$ cat src/rtl/multicycle_ctrl_if.sv
// multicycle_ctrl_if
//   Bundles the control sequencer's datapath-facing signals.
//   master : the sequencer (drives control strobes, samples instruction
//            fields, ALU Zero flag and memory MemReady)
//   slave  : the datapath/memory side (the opposite directions)
//   Signals:
//     OpCode[5:0], Funct[5:0]  instruction fields from the IR
//     Zero                     ALU zero flag
//     MemReady                 memory completes the current access
//     PCWrite, PCSource[1:0], IorD, MemRead, MemWrite, IRWrite, MDRWrite,
//     RegWrite, RegDst, MemtoReg, ExtOp, ALUSrcA, ALUSrcB[1:0], ALUSel[1:0]
//                              per-cycle datapath controls
//     InstrDone, Illegal       one-cycle status pulses
//     MemFault                 sticky memory-timeout flag
interface multicycle_ctrl_if;
  logic [5:0] OpCode;
  logic [5:0] Funct;
  logic       Zero;
  logic       MemReady;
  logic       PCWrite;
  logic [1:0] PCSource;
  logic       IorD;
  logic       MemRead;
  logic       MemWrite;
  logic       IRWrite;
  logic       MDRWrite;
  logic       RegWrite;
  logic       RegDst;
  logic       MemtoReg;
  logic       ExtOp;
  logic       ALUSrcA;
  logic [1:0] ALUSrcB;
  logic [1:0] ALUSel;
  logic       InstrDone;
  logic       Illegal;
  logic       MemFault;

  modport master (
    input  OpCode, Funct, Zero, MemReady,
    output PCWrite, PCSource, IorD, MemRead, MemWrite, IRWrite, MDRWrite,
           RegWrite, RegDst, MemtoReg, ExtOp, ALUSrcA, ALUSrcB, ALUSel,
           InstrDone, Illegal, MemFault
  );

  modport slave (
    output OpCode, Funct, Zero, MemReady,
    input  PCWrite, PCSource, IorD, MemRead, MemWrite, IRWrite, MDRWrite,
           RegWrite, RegDst, MemtoReg, ExtOp, ALUSrcA, ALUSrcB, ALUSel,
           InstrDone, Illegal, MemFault
  );
endinterface

$ cat src/rtl/multicycle_ctrl.sv
// multicycle_ctrl
//   Moore sequencer for a multi-cycle MIPS datapath. Steps the shared
//   ALU/memory datapath through fetch, decode, execute, memory and
//   writeback, waiting on a variable-latency MemReady handshake with a
//   bounded timeout (MemFault, then HALT until reset).
//   Ports:
//     clk    rising-edge clock
//     rst_n  synchronous active-low reset
//     bus    multicycle_ctrl_if.master (instruction fields, Zero, MemReady
//            in; datapath controls, InstrDone/Illegal pulses, MemFault out)
//   Parameters:
//     WAIT_MAX  wait cycles a memory access may take before faulting
//     CNT_W     wait counter width, 2**CNT_W must exceed WAIT_MAX
module multicycle_ctrl #(
  parameter int WAIT_MAX = 255,
  parameter int CNT_W    = 8
) (
  input  logic               clk,
  input  logic               rst_n,
  multicycle_ctrl_if.master  bus
);

  localparam logic [5:0] OP_RTYPE = 6'h00;
  localparam logic [5:0] OP_J     = 6'h02;
  localparam logic [5:0] OP_BEQ   = 6'h04;
  localparam logic [5:0] OP_BNE   = 6'h05;
  localparam logic [5:0] OP_ADDIU = 6'h09;
  localparam logic [5:0] OP_SLTI  = 6'h0A;
  localparam logic [5:0] OP_ORI   = 6'h0D;
  localparam logic [5:0] OP_LUI   = 6'h0F;
  localparam logic [5:0] OP_LW    = 6'h23;
  localparam logic [5:0] OP_SW    = 6'h2B;

  localparam logic [CNT_W-1:0] CNT_LIMIT = CNT_W'(WAIT_MAX);

  typedef enum logic [3:0] {
    S_RST, S_FETCH, S_DECODE, S_EXEC_R, S_EXEC_I, S_WB_ALU, S_MEM_ADDR,
    S_MEM_RD, S_MEM_WB, S_MEM_WR, S_BRANCH, S_JUMP, S_HALT
  } state_t;

  state_t           state_q, state_d;
  logic [CNT_W-1:0] cnt_q, cnt_d;
  logic             mem_fault_q, mem_fault_d;

  // Instruction class decode (IR is stable from DECODE onward)
  logic funct_ok, is_r, is_alu_i, is_mem, is_branch, is_jump;

  always_comb begin
    funct_ok = 1'b0;
    case (bus.Funct)
      6'h20, 6'h21, 6'h22, 6'h23, 6'h00, 6'h02, 6'h2A, 6'h24, 6'h25: funct_ok = 1'b1;
      default: funct_ok = 1'b0;
    endcase
    is_r      = (bus.OpCode == OP_RTYPE) && funct_ok;
    is_alu_i  = (bus.OpCode == OP_ADDIU) || (bus.OpCode == OP_SLTI) ||
                (bus.OpCode == OP_ORI)   || (bus.OpCode == OP_LUI);
    is_mem    = (bus.OpCode == OP_LW) || (bus.OpCode == OP_SW);
    is_branch = (bus.OpCode == OP_BEQ) || (bus.OpCode == OP_BNE);
    is_jump   = (bus.OpCode == OP_J);
  end

  // Next-state, wait counter and fault flag
  always_comb begin
    state_d     = state_q;
    cnt_d       = cnt_q;
    mem_fault_d = mem_fault_q;
    case (state_q)
      S_RST:      state_d = S_FETCH;
      S_FETCH, S_MEM_RD, S_MEM_WR: begin
        if (bus.MemReady) begin
          // Ready on the cycle the count hits the limit is still a success
          cnt_d = '0;
          case (state_q)
            S_FETCH:  state_d = S_DECODE;
            S_MEM_RD: state_d = S_MEM_WB;
            default:  state_d = S_FETCH;
          endcase
        end else if (cnt_q == CNT_LIMIT) begin
          mem_fault_d = 1'b1;
          state_d     = S_HALT;
        end else begin
          cnt_d = cnt_q + CNT_W'(1);
        end
      end
      S_DECODE: begin
        if (is_r)           state_d = S_EXEC_R;
        else if (is_alu_i)  state_d = S_EXEC_I;
        else if (is_mem)    state_d = S_MEM_ADDR;
        else if (is_branch) state_d = S_BRANCH;
        else if (is_jump)   state_d = S_JUMP;
        else                state_d = S_FETCH;
      end
      S_EXEC_R, S_EXEC_I: state_d = S_WB_ALU;
      S_MEM_ADDR: state_d = (bus.OpCode == OP_LW) ? S_MEM_RD : S_MEM_WR;
      S_WB_ALU, S_MEM_WB, S_BRANCH, S_JUMP: state_d = S_FETCH;
      S_HALT:     state_d = S_HALT;
      default:    state_d = S_RST;
    endcase
    // Every memory-wait state starts its access with a fresh count
    if ((state_d != state_q) &&
        ((state_d == S_FETCH) || (state_d == S_MEM_RD) || (state_d == S_MEM_WR)))
      cnt_d = '0;
  end

  always_ff @(posedge clk) begin
    if (!rst_n) begin
      state_q     <= S_RST;
      cnt_q       <= '0;
      mem_fault_q <= 1'b0;
    end else begin
      state_q     <= state_d;
      cnt_q       <= cnt_d;
      mem_fault_q <= mem_fault_d;
    end
  end

  // Moore outputs decoded from state, gated by MemReady/Zero where needed
  always_comb begin
    bus.PCWrite   = 1'b0;
    bus.PCSource  = 2'd0;
    bus.IorD      = 1'b0;
    bus.MemRead   = 1'b0;
    bus.MemWrite  = 1'b0;
    bus.IRWrite   = 1'b0;
    bus.MDRWrite  = 1'b0;
    bus.RegWrite  = 1'b0;
    bus.RegDst    = 1'b0;
    bus.MemtoReg  = 1'b0;
    bus.ExtOp     = 1'b0;
    bus.ALUSrcA   = 1'b0;
    bus.ALUSrcB   = 2'd0;
    bus.ALUSel    = 2'd0;
    bus.InstrDone = 1'b0;
    bus.Illegal   = 1'b0;
    case (state_q)
      S_FETCH: begin
        bus.MemRead = 1'b1;
        bus.ALUSrcB = 2'd1;
        bus.PCWrite = bus.MemReady;
        bus.IRWrite = bus.MemReady;
      end
      S_DECODE: begin
        bus.ALUSrcB = 2'd3;
        bus.ExtOp   = 1'b1;
        if (!(is_r || is_alu_i || is_mem || is_branch || is_jump)) begin
          bus.Illegal   = 1'b1;
          bus.InstrDone = 1'b1;
        end
      end
      S_EXEC_R: begin
        bus.ALUSrcA = 1'b1;
        bus.ALUSel  = 2'd2;
      end
      S_EXEC_I: begin
        bus.ALUSrcA = 1'b1;
        bus.ALUSrcB = 2'd2;
        bus.ALUSel  = 2'd3;
        bus.ExtOp   = (bus.OpCode != OP_ORI);
      end
      S_WB_ALU: begin
        bus.RegWrite  = 1'b1;
        bus.RegDst    = (bus.OpCode == OP_RTYPE);
        bus.InstrDone = 1'b1;
      end
      S_MEM_ADDR: begin
        bus.ALUSrcA = 1'b1;
        bus.ALUSrcB = 2'd2;
        bus.ExtOp   = 1'b1;
      end
      S_MEM_RD: begin
        bus.MemRead  = 1'b1;
        bus.IorD     = 1'b1;
        bus.MDRWrite = bus.MemReady;
      end
      S_MEM_WB: begin
        bus.RegWrite  = 1'b1;
        bus.MemtoReg  = 1'b1;
        bus.InstrDone = 1'b1;
      end
      S_MEM_WR: begin
        bus.MemWrite  = 1'b1;
        bus.IorD      = 1'b1;
        bus.InstrDone = bus.MemReady;
      end
      S_BRANCH: begin
        bus.ALUSrcA   = 1'b1;
        bus.ALUSel    = 2'd1;
        bus.PCSource  = 2'd1;
        bus.InstrDone = 1'b1;
        bus.PCWrite   = (bus.OpCode == OP_BEQ) ? bus.Zero : ~bus.Zero;
      end
      S_JUMP: begin
        bus.PCWrite   = 1'b1;
        bus.PCSource  = 2'd2;
        bus.InstrDone = 1'b1;
      end
      default: ;
    endcase
  end

  assign bus.MemFault = mem_fault_q;

endmodule

$ cat src/flat_wrapper.sv
// flat-port wrapper written by rule: the top's interface ports become plain ports
module multicycle_ctrl_flat 
#(
  parameter int WAIT_MAX = 255,
  parameter int CNT_W    = 8
)
  (clk, rst_n, bus_OpCode, bus_Funct, bus_Zero, bus_MemReady, bus_PCWrite, bus_PCSource, bus_IorD, bus_MemRead, bus_MemWrite, bus_IRWrite, bus_MDRWrite, bus_RegWrite, bus_RegDst, bus_MemtoReg, bus_ExtOp, bus_ALUSrcA, bus_ALUSrcB, bus_ALUSel, bus_InstrDone, bus_Illegal, bus_MemFault);
  multicycle_ctrl_if bus_i ();
  input  logic clk;
  input  logic rst_n;
  input wire logic [$bits(bus_i.OpCode)-1:0] bus_OpCode;
  input wire logic [$bits(bus_i.Funct)-1:0] bus_Funct;
  input wire logic [$bits(bus_i.Zero)-1:0] bus_Zero;
  input wire logic [$bits(bus_i.MemReady)-1:0] bus_MemReady;
  output wire logic [$bits(bus_i.PCWrite)-1:0] bus_PCWrite;
  output wire logic [$bits(bus_i.PCSource)-1:0] bus_PCSource;
  output wire logic [$bits(bus_i.IorD)-1:0] bus_IorD;
  output wire logic [$bits(bus_i.MemRead)-1:0] bus_MemRead;
  output wire logic [$bits(bus_i.MemWrite)-1:0] bus_MemWrite;
  output wire logic [$bits(bus_i.IRWrite)-1:0] bus_IRWrite;
  output wire logic [$bits(bus_i.MDRWrite)-1:0] bus_MDRWrite;
  output wire logic [$bits(bus_i.RegWrite)-1:0] bus_RegWrite;
  output wire logic [$bits(bus_i.RegDst)-1:0] bus_RegDst;
  output wire logic [$bits(bus_i.MemtoReg)-1:0] bus_MemtoReg;
  output wire logic [$bits(bus_i.ExtOp)-1:0] bus_ExtOp;
  output wire logic [$bits(bus_i.ALUSrcA)-1:0] bus_ALUSrcA;
  output wire logic [$bits(bus_i.ALUSrcB)-1:0] bus_ALUSrcB;
  output wire logic [$bits(bus_i.ALUSel)-1:0] bus_ALUSel;
  output wire logic [$bits(bus_i.InstrDone)-1:0] bus_InstrDone;
  output wire logic [$bits(bus_i.Illegal)-1:0] bus_Illegal;
  output wire logic [$bits(bus_i.MemFault)-1:0] bus_MemFault;
  assign bus_i.OpCode = bus_OpCode;
  assign bus_i.Funct = bus_Funct;
  assign bus_i.Zero = bus_Zero;
  assign bus_i.MemReady = bus_MemReady;
  assign bus_PCWrite = bus_i.PCWrite;
  assign bus_PCSource = bus_i.PCSource;
  assign bus_IorD = bus_i.IorD;
  assign bus_MemRead = bus_i.MemRead;
  assign bus_MemWrite = bus_i.MemWrite;
  assign bus_IRWrite = bus_i.IRWrite;
  assign bus_MDRWrite = bus_i.MDRWrite;
  assign bus_RegWrite = bus_i.RegWrite;
  assign bus_RegDst = bus_i.RegDst;
  assign bus_MemtoReg = bus_i.MemtoReg;
  assign bus_ExtOp = bus_i.ExtOp;
  assign bus_ALUSrcA = bus_i.ALUSrcA;
  assign bus_ALUSrcB = bus_i.ALUSrcB;
  assign bus_ALUSel = bus_i.ALUSel;
  assign bus_InstrDone = bus_i.InstrDone;
  assign bus_Illegal = bus_i.Illegal;
  assign bus_MemFault = bus_i.MemFault;
  multicycle_ctrl #(.WAIT_MAX(WAIT_MAX), .CNT_W(CNT_W)) u_core (.clk(clk), .rst_n(rst_n), .bus(bus_i));
endmodule
$ cat config.mk
export PLATFORM = sky130hd
export DESIGN_NAME = multicycle_ctrl_flat
export DESIGN_NICKNAME = d
export VERILOG_FILES = /design/src/rtl/multicycle_ctrl_if.sv /design/src/rtl/multicycle_ctrl.sv /design/src/flat_wrapper.sv
export SDC_FILE = /design/constraint.sdc
export NUM_CORES = 1
export LEC_CHECK = 0
export BUFFER_PORTS_ARGS = -buffer_cell sky130_fd_sc_hd__buf_2
export CAP_MARGIN = 20
export CORE_AREA = 2 2 56 110
export CTS_CLUSTER_DIAMETER = 60
export DETAILED_ROUTE_END_ITERATION = 8
export DIE_AREA = 0 0 58 112
export PLACE_DENSITY = 0.47
export SYNTH_ARGS = -nofsm -noshare
export SYNTH_HDL_FRONTEND = slang
export SYNTH_SLANG_ARGS = --single-unit
$ cat constraint.sdc
create_clock -name clk -period 2.3 [get_ports clk]
set_input_delay 0.345 -clock clk [delete_from_list [all_inputs] [get_ports clk]]
set_output_delay 0.345 -clock clk [all_outputs]
set_load 0.02 [all_outputs]
==> summary.md <==
| Metric | Value |
|---|---|
| Status | completed |
| Vert. Die Dim | between 100 and 150 um |
| Cell depth of the worst hold path | 2 |
| Cell Area, Synth | between 1000 and 1500 um^2 |
| Synthesis-stage register bit count | 13 |
| Layout area overhead | 40.3% |
| EDFF count, synth | 0 |
| Largest family of logic cells by synthesized area | simple AND/OR/NAND/NOR gates |
| Worst setup path class | flop to flop |
| Vias in the first global route | ~1700 |
| CP Max Fanout | 6 |
| R2R Path End | u_core.cnt_q[5] |
| Worst r2r path cells | 9 |
| Syn. warnings | 0 |
| XOR/XNOR Fraction of Synth Area | under 10% |
| Syn_nets | 210 |
| Die area | ~6500 um^2 |
| Antenna viol nets, final | 0 |
| CTS tree | built |
| Startpoint types | flop |
| Drt pass-1 iters | 4 |
| Delay-heaviest family, CP | compound AO/OA/AOI/OAI gates |
| Antenna diode count | 0 |
| Worst reg2reg startpoint | u_core.state_q[2] |
| Hold-fix buffers, CTS | 0 |
| Worst hold path class | input pin to flop |
| RSZ-0062 raised after global routing | false |
| Initial core utilization | about a quarter |
| Clk sink count | 13 |
| DR WL/cell | between 15 and 20 um |
| Clock root buffer | clkbuf_16 |
| Core area | ~5700 um^2 |
| Crit end category | flop |
| Clk_lat worst skew | about 0.25 ns |
| Critical Path Slowest Stage Cell | or4_4 |
| Tcrit/Tclk final | a little over nine tenths |
| H-Tree Depth | 1 |
| Routed WL | roughly 4.7 mm |
| Hold path startpoint | rst_n |
| Vias per cell | roughly 5.3 |
| Min Tclk post-route | approximately 2.3 ns |
| Crit-path cells | buf_4 -> buf_4 -> and3b_1 -> o211a_1 -> o21a_1 -> or4_4 -> a41oi_4 -> buf_6 -> a21oi_1 |
| Area share of fa/ha/maj cells after synthesis | less than 1% |
| Setup TNS | 0 ns |
| Remaining Overflow, GRT | 0 |
| Netlist cell types | 55 |
| FMAX | 0.444 GHz |
| VDD IR-drop max | ~0.00031 V |
| Count of final setup violators | 0 |
| Worst-path clk slew | 0.05 ns |
| Slew Limit Fails | 0 |
| Compound-gate portion of the synthesized area | roughly a quarter |
| Power density over the cells | around 440 nW/um^2 |
| Syn_area_per_cell | just over 7 um^2 |
| Slew headroom | 71.9% |
| Worst-margin pin slew | around 0.42 ns |
| Top Ports | 36 |
| Largest net degree at the start of global routing | 19 |
| Post-synthesis mux area share | less than 1% |
| Final #Nets | ~270 |
| Max_cap viols | 0 |
| Post-DP HPWL | between 3 and 4 mm |
| GRT Util Overall | 15.1% |
| Seq/Total Area, Yosys | between 10% and 20% |
| Synth Flop Type | dfxtp_1 |
| Most frequent CP cell | buf_4 |
| WP data required | 2.44 ns |
| Simple-gate share of the synthesized area | 41.8% |
| First-pass GRT wire length | 7.60 mm |
| Asr flop ratio synth | 0% |
| RePlAce Congestion | 0.790 |
| Initial drt markers | 52 |
| Initial antenna violation count | 0 |
| Slack of the worst reg-to-reg path | slightly below 0.05 ns |
| Worst Skew | 0.00137 ns |
| CTS buffer count | 3 |
| Worst path arrival time | 2.39 ns |
| Leakage | just over 0.8 nW |
| Worst path bufs/invs | 3 |
| Share of layout cells above drive strength 1 | 36.4% |
| Buffers added on ports | 35 |
| Via count | 1655 |
| Clock Tree Buf Depth | 2 |
| Critical path's largest stage delay | ~0.45 ns |
| Final Total Pwr | ~0.00084 W |
| Post-Syn Instances | between 150 and 200 |
| Fin. Hold Viols | 0 |
| Row Count | 39 |
| Die width | approximately 58 um |
| Drc violations | 0 |
| Worst Hold Endpoint | u_core.state_q[1] |
[power breakdown]
| part | switching [W] | leakage [nW] | total, W | internal [W] |
|---|---|---|---|---|
| logic | 0.000150 | 0.664 | 0.000268 | 0.000118 |
| clock network | 0.000104 | 0.0409 | 0.000336 | 0.000232 |
| registers | 0.00000677 | 0.107 | 0.000238 | 0.000231 |
| total | 0.000261 | 0.812 | 0.000842 | 0.000581 |
[per-layer routing]
layer,global-route usage (%),vias up,share of wire (%)
li1,-,821,-
met1,13.2,785,33
met2,31.2,36,60
met3,1.74,13,3.2
met4,6.67,0,4.0
met5,0,-,0
[cell usage after synthesis (2+ instances only)]
library cell	n	share of area, %
a211oi_1	2	1.1
a21boi_0	2	1.1
a21oi_1	14	5.1
a221oi_1	2	1.3
a31o_2	2	1.3
a31oi_1	2	0.91
buf_2	6	2.2
clkbuf_1	3	0.82
dfxtp_1	13	19
inv_1	5	1.4
nand2_1	17	4.7
nand2b_1	7	3.2
nand3_1	6	2.2
nand3b_1	3	1.6
nand4_1	2	0.91
nor2_1	23	6.3
nor2b_1	5	2.3
nor3_1	13	4.7
nor3b_1	6	3.3
nor4_1	3	1.4
nor4b_1	3	1.9
o21ai_0	10	3.6
o32a_1	2	1.5
or2_2	3	1.4
or3_1	2	0.91
or4_1	2	1.1
xnor2_1	3	1.9
xor2_1	5	3.2
[cells by family after synthesis]
group,after synthesis
buf+inv,16
flops,13
fa+ha+maj,1
xor+xnor,9
compound gates,50
mux,1
simple gates,103
[placed cells by master (no fill, tap or decap), types with 5 or more instances in the layout]
cell,count
nor2_1,22
nor3_1,13
o21ai_0,10
dfxtp_1,9
inv_1,5
nor3b_1,6
nor2b_1,5
nand2b_1,7
nand3_1,6
a21oi_1,14
buf_4,31
buf_2,34
xor2_1,5
nand2_1,17
[flip-flops by register name, indices dropped and copies added, names as in the netlist]
signal / count
u_core.cnt_q: 8
u_core.state_q: 4
u_core.bus.MemFault: 1
[worst max path at each step]
stage,start,endpoint,depth (start not counted)
finish,u_core.state_q[2],u_core.cnt_q[5],9
global route,u_core.state_q[2],u_core.cnt_q[0],9
CTS,u_core.state_q[2],bus_InstrDone,6
detailed placement,u_core.cnt_q[1],u_core.cnt_q[1],9
global placement,u_core.state_q[1],u_core.cnt_q[5],8
floorplan,bus_OpCode[5],bus_InstrDone,6
[per-stage QoR]
stage	area [um^2]	hold WS, ns	setup WS, ns	std cells	util, %
6_report	1920	0.321	0.0484	314	34.0
4_1_cts	1890	0.315	0.00275	311	33.4
3_3_place_gp	1790	0.465	0.0973	307	31.6
5_1_grt	1920	0.341	0.00126	314	34.0
3_5_place_dp	1790	0.462	0.0798	307	31.6
2_1_floorplan	1380	0.467	0.168	193	-
[what timing repair did]
item | in CTS | in global routing
setup endpoints to repair | 2 | 3
pin swaps | 0 | 3
gates resized for setup | 7 | 4
setup buffers | 0 | 4
[cell type report]
type / instances / area, um^2
sequential: 13 / 268
clock buffer: 3 / 75.1
timing repair buffer: 67 / 425
fill: 628 / 3740
clock inverter: 1 / 5.00
tap: 61 / 76.3
inverter: 5 / 18.8
multi-input combinational: 164 / 1060
(Power assumes the default switching activity.)
